## src/rtl/fcmp_sched.sv

```systemverilog
// fcmp_sched: round-robin issue of compare requests from NREQ requesters into
// a two-stage pipeline around an external combinational comparator.
// S1 holds the issued operands (drives cmp_*). S2 registers the comparator
// result (drives res_*). The grant is registered, so req_rdy never depends
// combinationally on any req_vld.
module fcmp_sched #(
   parameter int NREQ = 3,
   parameter int TAGW = 9
) (
   input  logic                      clk,
   input  logic                      rst,
   input  logic                      flush,
   input  logic [NREQ-1:0]           req_vld,
   output logic [NREQ-1:0]           req_rdy,
   input  logic [NREQ-1:0][81:0]     req_A,
   input  logic [NREQ-1:0][81:0]     req_B,
   input  logic [NREQ-1:0][1:0]      req_fmt,
   input  logic [NREQ-1:0]           req_afm,
   input  logic [NREQ-1:0][TAGW-1:0] req_tag,
   output logic [81:0]               cmp_A,
   output logic [81:0]               cmp_B,
   output logic                      cmp_isSng,
   output logic                      cmp_isDbl,
   output logic                      cmp_isExt,
   output logic                      cmp_afm,
   input  logic [5:0]                cmp_flags,
   output logic                      res_vld,
   input  logic                      res_rdy,
   output logic [5:0]                res_flags,
   output logic [TAGW-1:0]           res_tag,
   output logic [1:0]                res_src,
   output logic                      res_err,
   output logic [15:0]               unord_cnt
);

   localparam logic [1:0] LAST_IDX      = 2'(NREQ - 1);
   localparam logic [5:0] ILLEGAL_FLAGS = 6'b010001;
   localparam logic [1:0] FMT_SNG       = 2'd0;
   localparam logic [1:0] FMT_DBL       = 2'd1;
   localparam logic [1:0] FMT_EXT       = 2'd2;
   localparam logic [1:0] FMT_ILL       = 2'd3;

   logic                 stall;
   logic [NREQ-1:0]      gnt_q;
   logic [NREQ-1:0]      gnt_nxt;
   logic [NREQ-1:0]      acc;
   logic                 accept;
   logic [1:0]           rr_ptr;
   logic [1:0]           ptr_nxt;
   logic [1:0]           acc_src;
   logic [31:0]          cand;
   logic                 found;

   logic [81:0]          sel_A;
   logic [81:0]          sel_B;
   logic [1:0]           sel_fmt;
   logic                 sel_afm;
   logic [TAGW-1:0]      sel_tag;

   logic                 s1_vld;
   logic [TAGW-1:0]      s1_tag;
   logic [1:0]           s1_src;
   logic                 s1_err;

   assign stall   = res_vld & ~res_rdy;
   assign req_rdy = gnt_q & {NREQ{~stall & ~flush}};
   assign acc     = req_vld & req_rdy;
   assign accept  = |acc;

   // Pick the payload of the accepted requester (at most one bit of acc is set).
   always_comb begin
      acc_src = '0;
      sel_A   = '0;
      sel_B   = '0;
      sel_fmt = '0;
      sel_afm = 1'b0;
      sel_tag = '0;
      for (int unsigned i = 0; i < NREQ; i++) begin
         if (acc[i]) begin
            acc_src = 2'(i);
            sel_A   = req_A[i];
            sel_B   = req_B[i];
            sel_fmt = req_fmt[i];
            sel_afm = req_afm[i];
            sel_tag = req_tag[i];
         end
      end
   end

   // Round-robin pointer: one past the last accepted requester.
   always_comb begin
      ptr_nxt = rr_ptr;
      if (accept) begin
         ptr_nxt = (acc_src == LAST_IDX) ? 2'd0 : acc_src + 2'd1;
      end
   end

   // Next grant: first valid requester searching upward from the updated pointer.
   // Computed from this cycle's req_vld and registered, which keeps req_rdy free
   // of any combinational path from other requesters' valids.
   always_comb begin
      gnt_nxt = '0;
      found   = 1'b0;
      cand    = '0;
      for (int unsigned k = 0; k < NREQ; k++) begin
         cand = 32'(ptr_nxt) + k;
         if (cand >= 32'(NREQ)) begin
            cand = cand - 32'(NREQ);
         end
         if (!found && req_vld[cand]) begin
            gnt_nxt[cand] = 1'b1;
            found         = 1'b1;
         end
      end
   end

   // Grant register and round-robin pointer.
   always_ff @(posedge clk) begin
      if (!rst) begin
         gnt_q  <= '0;
         rr_ptr <= '0;
      end else begin
         gnt_q  <= gnt_nxt;
         rr_ptr <= ptr_nxt;
      end
   end

   // S1: capture the accepted request; hold while stalled; drain when S2 takes it.
   always_ff @(posedge clk) begin
      if (!rst) begin
         s1_vld    <= 1'b0;
         cmp_A     <= '0;
         cmp_B     <= '0;
         cmp_isSng <= 1'b0;
         cmp_isDbl <= 1'b0;
         cmp_isExt <= 1'b0;
         cmp_afm   <= 1'b0;
         s1_tag    <= '0;
         s1_src    <= '0;
         s1_err    <= 1'b0;
      end else if (flush) begin
         s1_vld <= 1'b0;
      end else if (accept) begin
         s1_vld    <= 1'b1;
         cmp_A     <= sel_A;
         cmp_B     <= sel_B;
         cmp_isSng <= (sel_fmt == FMT_SNG) || (sel_fmt == FMT_ILL);
         cmp_isDbl <= (sel_fmt == FMT_DBL);
         cmp_isExt <= (sel_fmt == FMT_EXT);
         cmp_afm   <= sel_afm;
         s1_tag    <= sel_tag;
         s1_src    <= acc_src;
         s1_err    <= (sel_fmt == FMT_ILL);
      end else if (!stall) begin
         s1_vld <= 1'b0;
      end
   end

   // S2: register the comparator result; illegal formats get fixed unordered flags.
   always_ff @(posedge clk) begin
      if (!rst) begin
         res_vld   <= 1'b0;
         res_flags <= '0;
         res_tag   <= '0;
         res_src   <= '0;
         res_err   <= 1'b0;
      end else if (flush) begin
         res_vld <= 1'b0;
      end else if (!stall) begin
         res_vld <= s1_vld;
         if (s1_vld) begin
            res_flags <= s1_err ? ILLEGAL_FLAGS : cmp_flags;
            res_tag   <= s1_tag;
            res_src   <= s1_src;
            res_err   <= s1_err;
         end
      end
   end

   // Saturating count of unordered results handed to the consumer.
   always_ff @(posedge clk) begin
      if (!rst) begin
         unord_cnt <= '0;
      end else if (res_vld && res_rdy && res_flags[4] && (unord_cnt != '1)) begin
         unord_cnt <= unord_cnt + 16'd1;
      end
   end

endmodule

```

## config.mk

```make
export PLATFORM = sky130hd
export DESIGN_NAME = fcmp_sched
export DESIGN_NICKNAME = d
export VERILOG_FILES = /design/src/rtl/fcmp_sched.sv
export SDC_FILE = /design/constraint.sdc
export NUM_CORES = 1
export LEC_CHECK = 0
export ABC_CLOCK_PERIOD_IN_PS = 2900
export CAP_MARGIN = 15
export CORE_AREA = 2 2 293 295
export CTS_CLUSTER_SIZE = 12
export DETAILED_ROUTE_END_ITERATION = 16
export DIE_AREA = 0 0 295 297
export SYNTH_ARGS = -nofsm -noshare
export SYNTH_HDL_FRONTEND = slang
export SYNTH_SLANG_ARGS = --single-unit
export TNS_END_PERCENT = 10
```

## constraint.sdc

```tcl
create_clock -name clk -period 2.9 [get_ports clk]
set_input_delay 0.29 -clock clk [delete_from_list [all_inputs] [get_ports clk]]
set_output_delay 0.29 -clock clk [all_outputs]
set_load 0.05 [all_outputs]
```

# ---- After elaboration in Yosys (flattened, before gate mapping)
# Cells that the tools add are included.
dict set report word_totals {
  input_bits 541
  output_inout_bits 206
  reg_bits 221
}
dict set report classes {
  n_reduce_logical 16
  eq_ne 6
  addsub 7
  bitwise 10
  n_lt_le_gt_ge 9
  muxes 42
}
# op count
set ops {}
lappend ops {{two-way mux 82 bit} 6}
lappend ops {{greater-or-equal comparator 32 x 1 -> 1 bit, second input constant} 3}
lappend ops {{less-than comparator 32 x 3 -> 1 bit, second input constant} 3}
lappend ops {{two-way mux 32 bit} 3}
lappend ops {{two-way mux 9 bit} 3}
lappend ops {{adder 16 x 1 -> 16 bit, second input constant} 1}
lappend ops {{inequality test 16 bit, second input constant} 1}
lappend ops {{two-way mux 1 bit} 14}
lappend ops {{two-way mux 2 bit} 6}
lappend ops {{two-way mux 3 bit} 3}
lappend ops {{logical AND 1 bit} 8}
lappend ops {{subtractor 3 x 2 -> 4 bit, second input constant} 2}
lappend ops {{bitwise AND 3 bit} 2}
lappend ops {{binary-select mux 1 bit (select 2 bit)} 3}
lappend ops {{demux 1 bit (select 2 bit)} 3}
lappend ops {{== test 2 bit, second input constant} 3}
lappend ops {{greater-or-equal comparator 3 x 2 -> 1 bit, second input constant} 2}
lappend ops {{two-way mux 6 bit} 1}
lappend ops {{OR 3 bit} 2}
lappend ops {{NOT 1 bit} 4}
lappend ops {{adder 2 x 1 -> 3 bit, second input constant} 1}
lappend ops {{adder 2 x 2 -> 3 bit, second input constant} 1}
lappend ops {{AND reduction 3 bit} 1}
lappend ops {{OR reduction 3 bit} 1}
lappend ops {{11 further kinds} 13}

# ---- Longest topological paths before layout
# Gate-level depths: netlist (run 1).
dict set report logic_depth {
  word_depth 22
  depth_mapped 13
  ltp_nobuf 10
}

# ---- Worst setup path before layout (run 1)
# No wires, ideal clock.
dict set report synth_timing {
  kind {register to register}
  startpoint {reg res_vld}
  endpoint {reg gnt_q[1]}
  setup_ps 120
  arrival_ps 2865
  path_stages_with_launch 14
  synth_period_minus_slack_ps 2984
  slack_ps -84
  n_path_buf 4
  path_cell_list {dfxtp_1 -> nand2b_1 -> clkbuf_2 -> nand3_1 -> buf_2 -> buf_2 -> clkbuf_1 -> nand2_1 -> ha_1 -> nor2b_1 -> nand2_1 -> o211ai_1 -> a211oi_1 -> a211o_1}
}
dict set report synth_between {
  elab_chain_len 21
  elab_cells_between_ends 55
  cone_classes {6 x add/sub; 9 x order compare; 1 x eq/ne; 24 x mux; 7 x bitwise; 8 x reduce/logical}
}
# item line_no
set synth_rtl {}
lappend synth_rtl {{from (decl)} 27} ;# output logic res_vld,
lappend synth_rtl {{from (signal assigned)} 170} ;# res_vld <= s1_vld;
lappend synth_rtl {{bitwise AND 1 bit (*)} 65} ;# assign stall = res_vld & ~res_rdy;
lappend synth_rtl {{NOT 1 bit (no line) (*)} -}
lappend synth_rtl {{bitwise AND 1 bit (*)} 66} ;# assign req_rdy = gnt_q & {NREQ{~stall & ~flush}};
lappend synth_rtl {{bitwise AND 3 bit (*)} 66}
lappend synth_rtl {{bitwise AND 3 bit (*)} 67} ;# assign acc = req_vld & req_rdy;
lappend synth_rtl {{two-way mux 1 bit} 79} ;# if (acc[i]) begin
lappend synth_rtl {{two-way mux 2 bit} 79}
lappend synth_rtl {{adder 2 x 1 -> 2 bit / == test 2 bit (equally long branches)} 94} ;# ptr_nxt = (acc_src == LAST_IDX) ? 2'd0 : acc_src + 2'd1;
lappend synth_rtl {{(+5 left out)} -}
lappend synth_rtl {{greater-or-equal comparator 32 x 1 -> 1 bit (implied by the code) (tied with other cells)} 111} ;# gnt_nxt[cand] = 1'b1;
lappend synth_rtl {{logical AND 1 bit (implied by the code) (tied with other cells)} 111}
lappend synth_rtl {{two-way mux 1 bit (implied by the code) (tied with other cells)} 111}
lappend synth_rtl {{demux 1 bit (select 2 bit) (tied with other cells)} 111}
lappend synth_rtl {{OR 3 bit (no line) / two-way mux 1 bit (equally long branches)} -}
lappend synth_rtl {{two-way mux 3 bit / logical NOT 1 bit (equally long branches)} 110} ;# if (!found && req_vld[cand]) begin
lappend synth_rtl {{OR 3 bit (no line) / logical AND 1 bit (equally long branches)} -}
lappend synth_rtl {{two-way mux 3 bit (*)} 110}
lappend synth_rtl {{to (signal assigned)} 123} ;# gnt_q <= gnt_nxt;
lappend synth_rtl {{to (decl)} 44} ;# logic [NREQ-1:0] gnt_q;
# Every way passes the cells marked *; elsewhere a longest branch is shown, timed or not. The select of a mux whose other input is x is not followed.
# A chain may end at the register's enable or synchronous reset.

# ---- Worst setup path after layout (run 1)
dict set report layout_timing {
  startpoint {reg res_vld}
  endpoint {out req_rdy[0]}
}
dict set report layout_between {
  elab_chain_len 4
}
# item line_no
set layout_rtl {}
lappend layout_rtl {{bitwise AND 1 bit} 65}
lappend layout_rtl {{NOT 1 bit (no line)} -}
lappend layout_rtl {{bitwise AND 1 bit} 66}
lappend layout_rtl {{bitwise AND 3 bit} 66}
lappend layout_rtl {{to (decl)} 14} ;# output logic [NREQ-1:0] req_rdy,
# No other way between the ends.

==> results of run 1 <==
==> synth_stat cells (3+ instances only) <==
| library cell | number | area share, % |
|---|---|---|
| buf_8 | 10 | 1.4 |
| clkbuf_1 | 63 | 2.1 |
| nand3_1 | 5 | 0.23 |
| nand2_1 | 56 | 1.9 |
| nand4_1 | 7 | 0.40 |
| o21ai_0 | 3 | 0.14 |
| buf_6 | 4 | 0.41 |
| a21oi_2 | 100 | 7.9 |
| xnor2_1 | 8 | 0.63 |
| dfxtp_1 | 221 | 40 |
| o31ai_1 | 4 | 0.27 |
| nor2b_1 | 5 | 0.28 |
| nor3_1 | 12 | 0.54 |
| buf_4 | 3 | 0.20 |
| nor4b_1 | 3 | 0.24 |
| nand3b_1 | 5 | 0.34 |
| o221ai_2 | 120 | 16 |
| ha_1 | 6 | 0.68 |
| nor3b_1 | 3 | 0.20 |
| inv_1 | 6 | 0.20 |
| or2_2 | 3 | 0.17 |
| o221ai_1 | 54 | 4.3 |
| buf_2 | 41 | 1.9 |
| and2_1 | 3 | 0.17 |
| o22ai_1 | 174 | 9.8 |
| a21o_1 | 5 | 0.34 |
| a21oi_1 | 105 | 4.7 |
| buf_1 | 8 | 0.27 |
| nor2_1 | 27 | 0.91 |
| and3_1 | 6 | 0.34 |
| xor2_1 | 5 | 0.40 |
==> report_power, final <==
group	switching (mW)	total, mW	internal, mW
clock network	1.46	3.58	2.12
registers	0.154	3.43	3.27
logic	1.59	2.97	1.39
==> area by class of cell <==
class                   instances  area (sq um)  area share (%)
multi-input cells             748          5950            28.3
inverters                       7          26.3           0.125
clock buffers                  41           821            3.90
clock inverters                10           104           0.494
diodes                          2          5.00          0.0238
well taps                    1144          1430            6.81
flip-flops and latches        221          4430            21.1
repair buffers                825          8260            39.3
==> worst reg2reg max path: cells and delay by family, from the launching register on <==
kind / cells / cell delay, ns
compound gates: 3 / 0.39
fa+ha+maj: 1 / 0.36
buf+inv: 1 / 0.15
flops: 1 / 0.34
mux: 1 / 0.16
simple gates: 5 / 0.87
==> layer usage <==
layer	share of wire [%]	wire length (um)	up-vias	global-route usage, %
met4	2.7	1550	10	3.06
met2	47	26900	478	20.5
met1	41	23300	5828	14.4
li1	-	-	5929	-
met3	8.9	5050	77	4.17
met5	0.13	72	-	0
==> metrics by stage <==
stage               area, sq um  hold WS (ns)  total power [mW]  setup slack (ns)  utilization, %
finish                    21000         0.302              9.98             0.267            24.9
global placement          20100         0.442              6.46            0.0327            23.8
detailed placement        20100         0.446              6.47            0.0247            23.8
global route              21000         0.291              10.4             0.148            24.9
floorplan                 11100         0.432              4.96            0.0945               -
CTS                       21000         0.243              10.2             0.196            24.9
==> cells by family (layout without fill, tap and decap cells) <==
logic type	count (synthesis)	count (layout)	share of synthesized area [%]
AO/OA/AOI/OAI	581	581	45.0
flip-flops	221	221	39.9
AND/OR/NAND/NOR	146	146	6.55
buffers and inverters	138	883	6.68
XOR/XNOR	13	13	1.03
adder cells (fa/ha/maj)	6	6	0.677
multiplexers	2	2	0.181
other	0	2	0
==> final timing paths <==
path              depth (start not counted)                    start                         to
setup / recovery                          5     res_vld$_SDFFE_PP0N_                 req_rdy[0]
hold / removal                            3             cmp_flags[2]  res_flags[2]$_SDFFE_PN0P_
setup reg to reg                         11     res_vld$_SDFFE_PP0N_        gnt_q[2]$_SDFF_PN0_
hold reg to reg                           2  res_tag[4]$_SDFFE_PN0P_    res_tag[4]$_SDFFE_PN0P_
==> registers in the layout (all words and copies together), names as in the netlist <==
register / count
cmp_A: 82
cmp_B: 82
unord_cnt: 16
res_tag: 9
s1_tag: 9
res_flags: 6
gnt_q: 3
res_src: 2
rr_ptr: 2
s1_src: 2
cmp_afm: 1
cmp_isDbl: 1
cmp_isExt: 1
cmp_isSng: 1
res_err: 1
res_vld: 1
s1_err: 1
s1_vld: 1
==> flow_metrics.py, run 1 <==
metrics = {
    "status": {
        "status": "complete, no violations",
    },
    "job": {
        "maxCapViolCount": 0,
    },
    "setup_path": {
        "end_kind": "output port",
        "crit_fanout": 7,
        "cp_top_family": "buffers and inverters",
        "ff2ff_setup_slack_ns": 0.54,
        "slowest_delay_ns": 0.85,
        "cp_common_cell": "buf_4",
        "cp_slowest_cell": "clkdlybuf4s50_1",
        "worstPathCellList": "nor2b_1 -> buf_4 -> buf_4 -> nor3_1 -> clkdlybuf4s50_1",
        "startpoint_type": "flip-flop",
        "crit_buf_inv": 3,
        "cp.arrival_ns": 2.34,
        "required_ns": 2.61,
        "crit_type": "reg -> out",
    },
    "timing": {
        "hold_viol": 0,
        "grt_setup_unrepaired": "false",
        "fin_crit_sh_pct": 90.8,
        "fin_setup_tns_ns": 0,
        "worst_pin_slew_ns": 0.657,
        "maxSlewViolCount": 0,
        "max-slew-margin-rel_pct": 56.1,
        "fin_skew_ns": 0.00929,
        "setup_violations": 0,
        "fmax_mhz": 380,
        "period_minus_slack_ns": 2.63,
    },
    "routing": {
        "firstDrtPassIters": 5,
        "drtIter0Drc": 593,
        "via_count": 12300,
        "ant_nets": 0,
        "wl_per_cell_um": 19.0,
        "drt-vias-per-instance": 4.11,
        "route.final.wire_length_um": 56800,
        "drc_errors": 0,
    },
    "clocking": {
        "clk_latency_ns": 0.58,
        "cts_tree": "done",
        "cts.sinks": 221,
        "clock_path_buffers": 3,
        "holdBufCountCts": 0,
        "cts_inserted_buffers": 29,
        "cts_resized": 0,
        "htreeDepth": 1,
        "clockRootBuffer": "clkbuf_16",
        "cts_setup_buffers": 0,
        "path_clk_slew_ns": 0.05,
    },
    "yosys": {
        "syn_nets": 1654,
        "synth_edf_count": 0,
        "yosysUniqueCellTypes": 55,
        "synth_flop_cell": "dfxtp_1",
        "synth_area_sq_um": 11100,
        "yosysWarningCount": 0,
        "synth_seq_area_share_pct": 39.9,
        "ys_seq_elements": 221,
        "postSynthAreaPerCell_sq_um": 10.0,
        "async_flop_share_pct": 0,
        "netlist_instances": 1107,
    },
    "floorplanning": {
        "die_width_um": 295,
        "num_rows": 107,
        "die_area_sq_um": 87600,
        "fp.coreArea_sq_um": 84500,
        "pin_count": 747,
        "fp.dieH_um": 297,
        "start_util_pct": 13.1,
    },
    "final_layout": {
        "syn2layout_area_growth_pct": 89.7,
        "fillers": 9086,
        "final_cell_mix": "743 x clkdlybuf4s50_1, 220 x dfxtp_1, 174 x o22ai_1",
        "nets": 2379,
        "stdcell_count": 2998,
        "drive_gt1_share_pct": 19.3,
        "final_common_cell": "clkdlybuf4s50_1",
    },
    "grt": {
        "grt.overflow.total": 0,
        "grt_max_degree": 88,
        "grt_pass1_wl_um": 80300,
        "antenna_found_initial": 7,
        "track_usage_pct": 12.1,
        "first_global_vias": 12500,
    },
    "placement": {
        "port_buffers": 746,
        "dp_cells": 2945,
        "place_hpwl_um": 44100,
        "place.gp.congestion": 0.885,
    },
    "pwr": {
        "p_per_area_nw_per_um2": 475,
        "p_leak_nw": 6.84,
        "peakVddDrop_mv": 0.379,
    },
    "worst_hold_path": {
        "hold_class": "in -> reg",
    },
}
No activity file was read; power rests on OpenSTA's default activity.
==> run 2, diff against run 1 <==
Settings changed: CTS_CLUSTER_SIZE 12 to 24.
==> results of run 2 <==
No change in the layout: final DEF, timing and power equal those of run 1.
